<file path="src/rtl/clock_divider_ctrl_if.sv">
// clock_divider_ctrl_if: valid/ready configuration port carrying a new half-period.
interface clock_divider_ctrl_if #(parameter int WIDTH = 16);
  logic             cfg_valid;
  logic [WIDTH-1:0] cfg_half;
  logic             cfg_ready;
  logic             cfg_err;
  modport master (output cfg_valid, cfg_half, input cfg_ready, cfg_err);
  modport slave (input cfg_valid, cfg_half, output cfg_ready, cfg_err);
endinterface

</file>
<file path="src/rtl/clock_divider_ctrl.sv">
// clock_divider_ctrl: glitch-free run-time clock divider with ratio changes applied at full-period boundaries.
module clock_divider_ctrl #(
  parameter int WIDTH        = 16,
  parameter int DEFAULT_HALF = 2
) (
  input  logic                  clk,
  input  logic                  reset,
  input  logic                  enable,
  clock_divider_ctrl_if.slave   cfg,
  output logic                  out_clk,
  output logic                  tick,
  output logic                  running
);
  typedef enum logic [1:0] {IDLE, RUN, PENDING, STOPPING} state_t;
  state_t           state, state_n;
  logic [WIDTH-1:0] counter, counter_n, half_reg, half_n, pend_reg, pend_n;
  logic             pend_valid, pv_n, out_n, tick_n, err_n;
  logic             xfer, good, tc, fall, stop;
  assign cfg.cfg_ready = state == IDLE || state == RUN;
  assign running       = state != IDLE;
  assign xfer          = cfg.cfg_valid && cfg.cfg_ready;
  assign good          = xfer && |cfg.cfg_half;
  assign tc            = counter == half_reg - WIDTH'(1);
  assign fall          = tc && out_clk;
  assign stop          = state == STOPPING || !enable;
  always_ff @(posedge clk or negedge reset)
    if (!reset) begin
      state       <= IDLE;
      counter     <= '0;
      half_reg    <= WIDTH'(DEFAULT_HALF);
      pend_reg    <= '0;
      pend_valid  <= 1'b0;
      out_clk     <= 1'b0;
      tick        <= 1'b0;
      cfg.cfg_err <= 1'b0;
    end else begin
      state       <= state_n;
      counter     <= counter_n;
      half_reg    <= half_n;
      pend_reg    <= pend_n;
      pend_valid  <= pv_n;
      out_clk     <= out_n;
      tick        <= tick_n;
      cfg.cfg_err <= err_n;
    end
  // Stopping while low, or on the falling terminal count, parks in IDLE with out_clk low so no runt appears.
  always_comb begin
    state_n   = state;
    counter_n = counter;
    half_n    = half_reg;
    pend_n    = pend_reg;
    pv_n      = pend_valid;
    out_n     = out_clk;
    tick_n    = 1'b0;
    err_n     = xfer && !(|cfg.cfg_half);
    if (state == IDLE) begin
      half_n    = good ? cfg.cfg_half : half_reg;
      state_n   = enable ? RUN : IDLE;
      counter_n = '0;
    end else begin
      counter_n = tc ? '0 : counter + WIDTH'(1);
      out_n     = tc ? !out_clk : out_clk;
      tick_n    = tc;
      pend_n    = good ? cfg.cfg_half : pend_reg;
      pv_n      = pend_valid || good;
      if (stop && (!out_clk || fall)) begin
        state_n   = IDLE;
        counter_n = '0;
        out_n     = 1'b0;
        tick_n    = fall;
        half_n    = pv_n ? pend_n : half_reg;
        pv_n      = 1'b0;
      end else if (stop) begin
        state_n = STOPPING;
      end else if (fall && pend_valid) begin
        state_n = RUN;
        half_n  = pend_reg;
        pv_n    = 1'b0;
      end else if (good) begin
        state_n = PENDING;
      end
    end
  end
endmodule

</file>
<file path="src/flat_wrapper.sv">
// flat-port wrapper written by rule: the top's interface ports become plain ports
module clock_divider_ctrl_flat 
#(
  parameter int WIDTH        = 16,
  parameter int DEFAULT_HALF = 2
)
  (clk, reset, enable, out_clk, tick, running, cfg_cfg_valid, cfg_cfg_half, cfg_cfg_ready, cfg_cfg_err);
  clock_divider_ctrl_if #(.WIDTH(WIDTH)) cfg_i ();
  input  logic clk;
  input  logic reset;
  input  logic enable;
  output logic out_clk;
  output logic tick;
  output logic running;
  input wire logic [$bits(cfg_i.cfg_valid)-1:0] cfg_cfg_valid;
  input wire logic [$bits(cfg_i.cfg_half)-1:0] cfg_cfg_half;
  output wire logic [$bits(cfg_i.cfg_ready)-1:0] cfg_cfg_ready;
  output wire logic [$bits(cfg_i.cfg_err)-1:0] cfg_cfg_err;
  assign cfg_i.cfg_valid = cfg_cfg_valid;
  assign cfg_i.cfg_half = cfg_cfg_half;
  assign cfg_cfg_ready = cfg_i.cfg_ready;
  assign cfg_cfg_err = cfg_i.cfg_err;
  clock_divider_ctrl #(.WIDTH(WIDTH), .DEFAULT_HALF(DEFAULT_HALF)) u_core (.clk(clk), .reset(reset), .enable(enable), .cfg(cfg_i), .out_clk(out_clk), .tick(tick), .running(running));
endmodule
</file>
<file path="config.mk">
export PLATFORM = sky130hd
export DESIGN_NAME = clock_divider_ctrl_flat
export DESIGN_NICKNAME = d
export VERILOG_FILES = /design/src/rtl/clock_divider_ctrl_if.sv /design/src/rtl/clock_divider_ctrl.sv /design/src/flat_wrapper.sv
export SDC_FILE = /design/constraint.sdc
export NUM_CORES = 1
export LEC_CHECK = 0
export ABC_CLOCK_PERIOD_IN_PS = 3400
export CAP_MARGIN = 30
export CORE_MARGIN = 2
export CORE_UTILIZATION = 55
export CTS_BUF_LIST = sky130_fd_sc_hd__clkbuf_8
export DETAILED_ROUTE_END_ITERATION = 8
export PLACE_DENSITY = 0.9
export RECOVER_POWER = 50
export SLEW_MARGIN = 20
export SYNTH_ARGS = -nofsm -noshare
export SYNTH_HDL_FRONTEND = slang
export SYNTH_SLANG_ARGS = --single-unit
</file>
<file path="constraint.sdc">
create_clock -name clk -period 3.4 [get_ports clk]
set_input_delay 0.34 -clock clk [delete_from_list [all_inputs] [get_ports clk]]
set_output_delay 0.34 -clock clk [all_outputs]
set_load 0.01 [all_outputs]
</file>
==> flow_metrics.tcl, run 1 <==
set metrics [dict create \
    fin_util_pct 69.74 \
    dpl-instance-area_um2 3572 \
    grt_pass1_vias 2436 \
    num_io_pins 25 \
    wl_per_cell_um 17.05 \
    crit_cells 14 \
    max-vdd-ir-drop_mv 0.4371 \
    initial_utilization_pct 57.48 \
    cts_tree "built" \
    drv_cap 1 \
    clk_pin_slew_ns 0.10 \
    synth-seq-area-share_pct 42.48 \
    layout-drive-gt1-share_pct 27.75 \
    die_y_um 80.09 \
    cp_common_cell "buf_4" \
    worst_slack_ns 0.07211 \
    critical_path_class "flop to flop" \
    grt_overflow 0 \
    drc 0 \
    synth_edf_count 0 \
    final_cell_mix "dfrtp_1, mux2_2, nor2_1" \
    crit_chain "inv_2 > ha_4 > or4b_4 > nor3_4 > a21o_1 > a221oi_1 > nand3b_1 > buf_4 > o21a_1 > a211oi_4 > buf_12 > buf_8 > buf_4 > mux2i_1" \
    numCtsBuffers 5 \
    violations "capacitance limit, slew limit" \
    via_per_inst 5.995 \
    ys.flop_type "dfrtp_1" \
    num_vias 2506 \
    grt_antenna_before_repair 0 \
    cts-root-buf "clkbuf_8" \
    worst_slew_pin_slew_ns 1.851 \
    reg2reg_depth 14 \
    wirelength_mm 7.125 \
    yosys_warnings 0 \
    drtPass1Iterations 4 \
    antenna_cells 0 \
    nets 367 \
    port_buffers 24 \
    relSlewSlack_pct -23.41 \
    ant_nets 0 \
    clock_sinks 54 \
    grt.total_usage_pct 22.79 \
    synthArstFlopShare_pct 100.0 \
    crit_path_start_kind "flop" \
    p_per_area_nw_per_um2 700.1 \
    worstHoldPathCells 1 \
    cp-end-kind "flop" \
    cts_max_level 2 \
    hpwl_mm 4.821 \
    final-setup-viol-count 0 \
    hold_viol 0 \
    fin_cells 418 \
    area_delta_synth_final_pct 21.34 \
    gp_congestion 0.9099 \
    syn_area_um2 3184 \
    drv_slew 35 \
    final_common_cell "dfrtp_1" \
    core-area_um2 5540 \
    final_area_um2 3864 \
    cp_max_fo 8 \
    cp.arrival_ns 3.56 \
    grt_pass1_wl_mm 11.23 \
    path_buf_inv 5 \
    row_count 27 \
    status "finished, violations left" \
    clock_path_buffers 2 \
    cellLeakagePower_nw 1.631 \
    synthesis.nets 318 \
    finClkSkew_ns 0.003177 \
    max_stage_delay_ns 0.50 \
    synthCells 296 \
    synthDistinctLibCells 52 \
    max_freq_mhz 300.5 \
    period_share_pct 97.88 \
    dieWidth_um 80.09 \
    hold_buffers 0 \
    crit_slowest_cell "or4b_4" \
    min_path_type "flop to flop" \
    grt_max_degree 35 \
    fin_crit_ns 3.328 \
    clkLatencyLatePin_ns 0.31 \
    drt_iter0_markers 228 \
    dieArea_um2 6414 \
    placed_cells 394 \
    ys_seq_elements 54 \
    post-place-ws_ns 0.06974 \
    cp_top_family "simple AND/OR/NAND/NOR gates" \
    worstPathRequired_ns 3.63 \
    post_synth.cell_area_avg_um2 10.76 \
]
-- power breakdown --
group	total, mW	switching, mW	internal [mW]
sequential	1.10	0.241	0.856
combinational	1.25	0.572	0.674
clock	0.361	0.216	0.145
-- what timing repair did --
action	4_1_cts	5_1_grt
endpoints found under the hold margin	0	0
endpoints found under the setup margin	0	14
buffers inserted	0	16
gates resized for setup	0	15
-- worst reg2reg max path: cells and delay by family (launching register included) --
family	cells	cell delay (ns)
simple gates	3	1.06
buf+inv	5	0.72
compound gates	4	0.66
flops	1	0.44
mux	1	0.22
fa+ha+maj	1	0.14
-- cell families after synthesis --
logic type | synth area share, %
xor gates and xnor gates | 9.902
DFF | 42.48
buffers and inverters | 2.947
muxes | 17.68
and+or+nand+nor | 17.29
AOI/OAI and AO/OA | 8.920
adders and majority gates | 0.7857
-- per-stage QoR --
stage,TNS [ns],power [mW],hold WS [ns]
floorplan,0,1.877,0.04441
global placement,0,2.141,0.4509
detailed placement,0,2.194,0.4696
CTS,0,2.563,0.1306
global route,-0.1438,2.889,0.5200
finish,0,2.705,0.5050
-- path summary, 6_finish.rpt --
kind / slack, ns / to / startpoint
max: 0.07 / u_core.half_reg[6] / u_core.half_reg[0]
min: 0.50 / u_core.cfg.cfg_err / u_core.state[1]
max reg2reg: 0.07 / u_core.half_reg[6] / u_core.half_reg[0]
min reg2reg: 0.50 / u_core.cfg.cfg_err / u_core.state[1]
max in group asynchronous: 1.02 / u_core.half_reg[0] / reset
min in group asynchronous: 0.52 / u_core.state[0] / reset
-- per-layer routing --
metal  wire length (um)  vias to the layer above  track usage (%)
met3                241                       19            3.933
met4                198                        0            11.19
met1               2976                     1257            26.79
li1                   -                     1167                -
met5                  0                        -                0
met2               3708                       63            40.00
-- synthesized netlist by cell type, drive strengths merged, types with 3 or more instances --
cell type / instances / area share, %
xnor2: 19 / 5.2
a21o: 3 / 0.71
inv: 8 / 0.94
nand3: 13 / 2.0
mux2i: 9 / 2.8
xor2: 17 / 4.7
o21ai: 6 / 0.94
a31oi: 3 / 0.59
nand2: 11 / 1.3
nor3: 11 / 2.4
a21oi: 8 / 1.3
nand4: 4 / 0.98
clkbuf: 8 / 0.94
nor4: 10 / 2.0
buf: 3 / 0.94
dfrtp: 53 / 42
o31ai: 3 / 0.71
mux2: 40 / 15
and3: 5 / 0.98
nor2: 29 / 3.4
nand3b: 3 / 0.71
-- layout make-up --
| class | count | area (um^2) |
|---|---|---|
| clock buffers | 5 | 68.82 |
| multi-input cells | 222 | 1789 |
| fillers | 394 | 1677 |
| repair buffers | 53 | 509.2 |
| well taps | 72 | 90.09 |
| flip-flops and latches | 54 | 1354 |
| clock inverters | 3 | 18.77 |
| inverters | 9 | 33.78 |
Note: power is estimated with default switching activity, not from simulation.
==> run 2: changes to the inputs <==
--- a/config.mk
+++ b/config.mk
@@ -11,6 +11,7 @@
 export CORE_UTILIZATION = 55
 export CTS_BUF_LIST = sky130_fd_sc_hd__clkbuf_8
 export DETAILED_ROUTE_END_ITERATION = 8
+export GPL_ROUTABILITY_DRIVEN = 0
 export PLACE_DENSITY = 0.9
 export RECOVER_POWER = 50
 export SLEW_MARGIN = 20
==> run 2 against run 1 <==
Compared with the run above: the run ends with setup timing left; wire length rose by 10%; sequential share of layout area fell by 0.36 points; design area is 1.1% higher; setup slack lost 0.13 ns; register-to-register slack got worse by 0.13 ns; combinational power increased by 3%; critical endpoint is now u_core.half_reg[12]; highest routed layer unchanged.
==> flow_metrics.tcl, run 2 (synthesis results as in run 1) <==
set metrics [dict create \
    num_io_pins 25 \
    grt_pass1_vias 2480 \
    fin_crit_ns 3.457 \
    grt.total_usage_pct 23.53 \
    nets 370 \
    final_common_cell "dfrtp_1" \
    clkLatencyLatePin_ns 0.33 \
    cp-end-kind "flop" \
    hp-start "u_core.pend_reg[3]" \
    hold_viol 0 \
    worst_slew_pin_slew_ns 1.258 \
    worst_slack_ns -0.05659 \
    min_path_type "flop to flop" \
    max-vdd-ir-drop_mv 0.4779 \
    drv_cap 0 \
    final-setup-viol-count 15 \
    dieArea_um2 6414 \
    p_per_area_nw_per_um2 716.0 \
    drtPass1Iterations 4 \
    dieWidth_um 80.09 \
    fin_total_pwr_mw 2.798 \
    reg2reg_depth 14 \
    hold_slack_ns 0.5148 \
    worstPathRequired_ns 3.61 \
    wirelength_mm 7.841 \
    cts-root-buf "clkbuf_8" \
    grt_antenna_before_repair 0 \
    grt_pass1_wl_mm 11.59 \
    die_y_um 80.09 \
    dpl-instance-area_um2 3565 \
    drt_iter0_markers 209 \
    initial_utilization_pct 57.48 \
    wl_per_cell_um 18.62 \
    worstHoldPathCells 1 \
    reg2reg_from "u_core.half_reg[0]" \
    drc 0 \
    row_count 27 \
    status "finished, violations left" \
    crit_start "u_core.half_reg[0]" \
    crit_slowest_cell "or4b_4" \
    final_area_um2 3908 \
    cellLeakagePower_nw 1.650 \
    crit_path_start_kind "flop" \
    cp_max_fo 7 \
    max_freq_mhz 289.3 \
    finalSetupTns_ns -0.4951 \
    core-area_um2 5540 \
    port_buffers 24 \
    drv_slew 0 \
    cts_max_level 2 \
    rr_endpoint "u_core.half_reg[12]" \
    clk_pin_slew_ns 0.11 \
    clock_sinks 54 \
    cp.arrival_ns 3.67 \
    ant_nets 0 \
    critical_path_class "flop to flop" \
    endpoint "u_core.half_reg[12]" \
    via_per_inst 6.043 \
    reg2reg_slack_ns -0.06 \
    max_stage_delay_ns 0.52 \
    cts_tree "built" \
    area_delta_synth_final_pct 22.71 \
    num_vias 2544 \
    hpwl_mm 5.035 \
    cp_common_cell "buf_4" \
    clock_path_buffers 2 \
    layout-drive-gt1-share_pct 29.23 \
    grt_max_degree 33 \
    period_share_pct 101.7 \
    grt_overflow 0 \
    antenna_cells 0 \
    final_cell_mix "dfrtp_1, mux2_2, nor2_1" \
    relSlewSlack_pct 16.16 \
    crit_chain "inv_2 > ha_4 > or4b_4 > nor3_4 > buf_4 > nand3_1 > o2111ai_2 > nand3b_1 > buf_4 > a21o_1 > a211oi_4 > buf_12 > buf_8 > mux2_4" \
    numCtsBuffers 5 \
    violations "setup timing" \
    finClkSkew_ns 0.01343 \
]
-- run 2: cell types whose count changed in the layout (fill, tap and decap cells not counted), sizes merged --
cell         delta
dlygate4sd3     +1
buf             +2
-- run 2: repair_timing --
| action | CTS | global route |
|---|---|---|
| hold buffers | 1 | 0 |
| buffers inserted | 0 | 19 |
| gates resized for setup | 1 | 16 |
| endpoints found under the hold margin | 22 | 0 |
| setup endpoints to repair | 4 | 16 |
| pin swaps | 0 | 8 |
-- run 2: stage by stage --
step	cells	setup slack [ns]	util, %
after CTS	402	0.01476	66.37
after global placement	393	0.1626	64.34
after floorplan	296	0.07147	-
after detailed placement	393	0.05589	64.34
final	421	-0.05659	70.53
after global routing	421	-0.1077	70.53
-- run 2: final cells by class --
cell class                 instances  area [um^2]
clock buffer                       5        68.82
clock inverter                     3        28.78
fill                             370         1633
inverter                           9        33.78
multi-input combinational        222         1792
sequential                        54         1355
tap                               72        90.09
timing repair buffer              56        539.3
-- run 2: worst min-delay path by stage --
stage / to / slack [ns]
2_1_floorplan: u_core.cfg.cfg_err / 0.04
3_3_place_gp: u_core.state[1] / 0.34
3_5_place_dp: u_core.pend_reg[10] / 0.34
4_1_cts: u_core.pend_reg[3] / 0.52
5_1_grt: u_core.pend_reg[2] / 0.53
6_report: u_core.pend_reg[3] / 0.51
-- run 2: where the power goes --
group	total, mW	switching, mW	leakage (nW)	internal (mW)
Combinational	1.29	0.610	0.919	0.684
Sequential	1.11	0.256	0.681	0.856
Clock	0.391	0.238	0.0502	0.153
Total	2.80	1.10	1.65	1.69
-- run 2: critical path, delay by kind of cell, from the launching register on --
kind	cells	cell delay (ns)
compound gates	3	0.60
fa+ha+maj	1	0.14
buf+inv	5	0.74
flops	1	0.46
mux	1	0.31
simple gates	4	1.10
-- run 2: routing by layer --
| layer | vias to the layer above | GRT usage (%) | wire length (um) | share of wire, % |
|---|---|---|---|---|
| li1 | 1171 | - | - | - |
| met4 | 0 | 8.814 | 237 | 3.0 |
| met5 | - | 0 | 0 | 0 |
| met1 | 1258 | 28.67 | 3252 | 41 |
| met3 | 28 | 3.708 | 305 | 3.9 |
| met2 | 87 | 41.75 | 4046 | 52 |
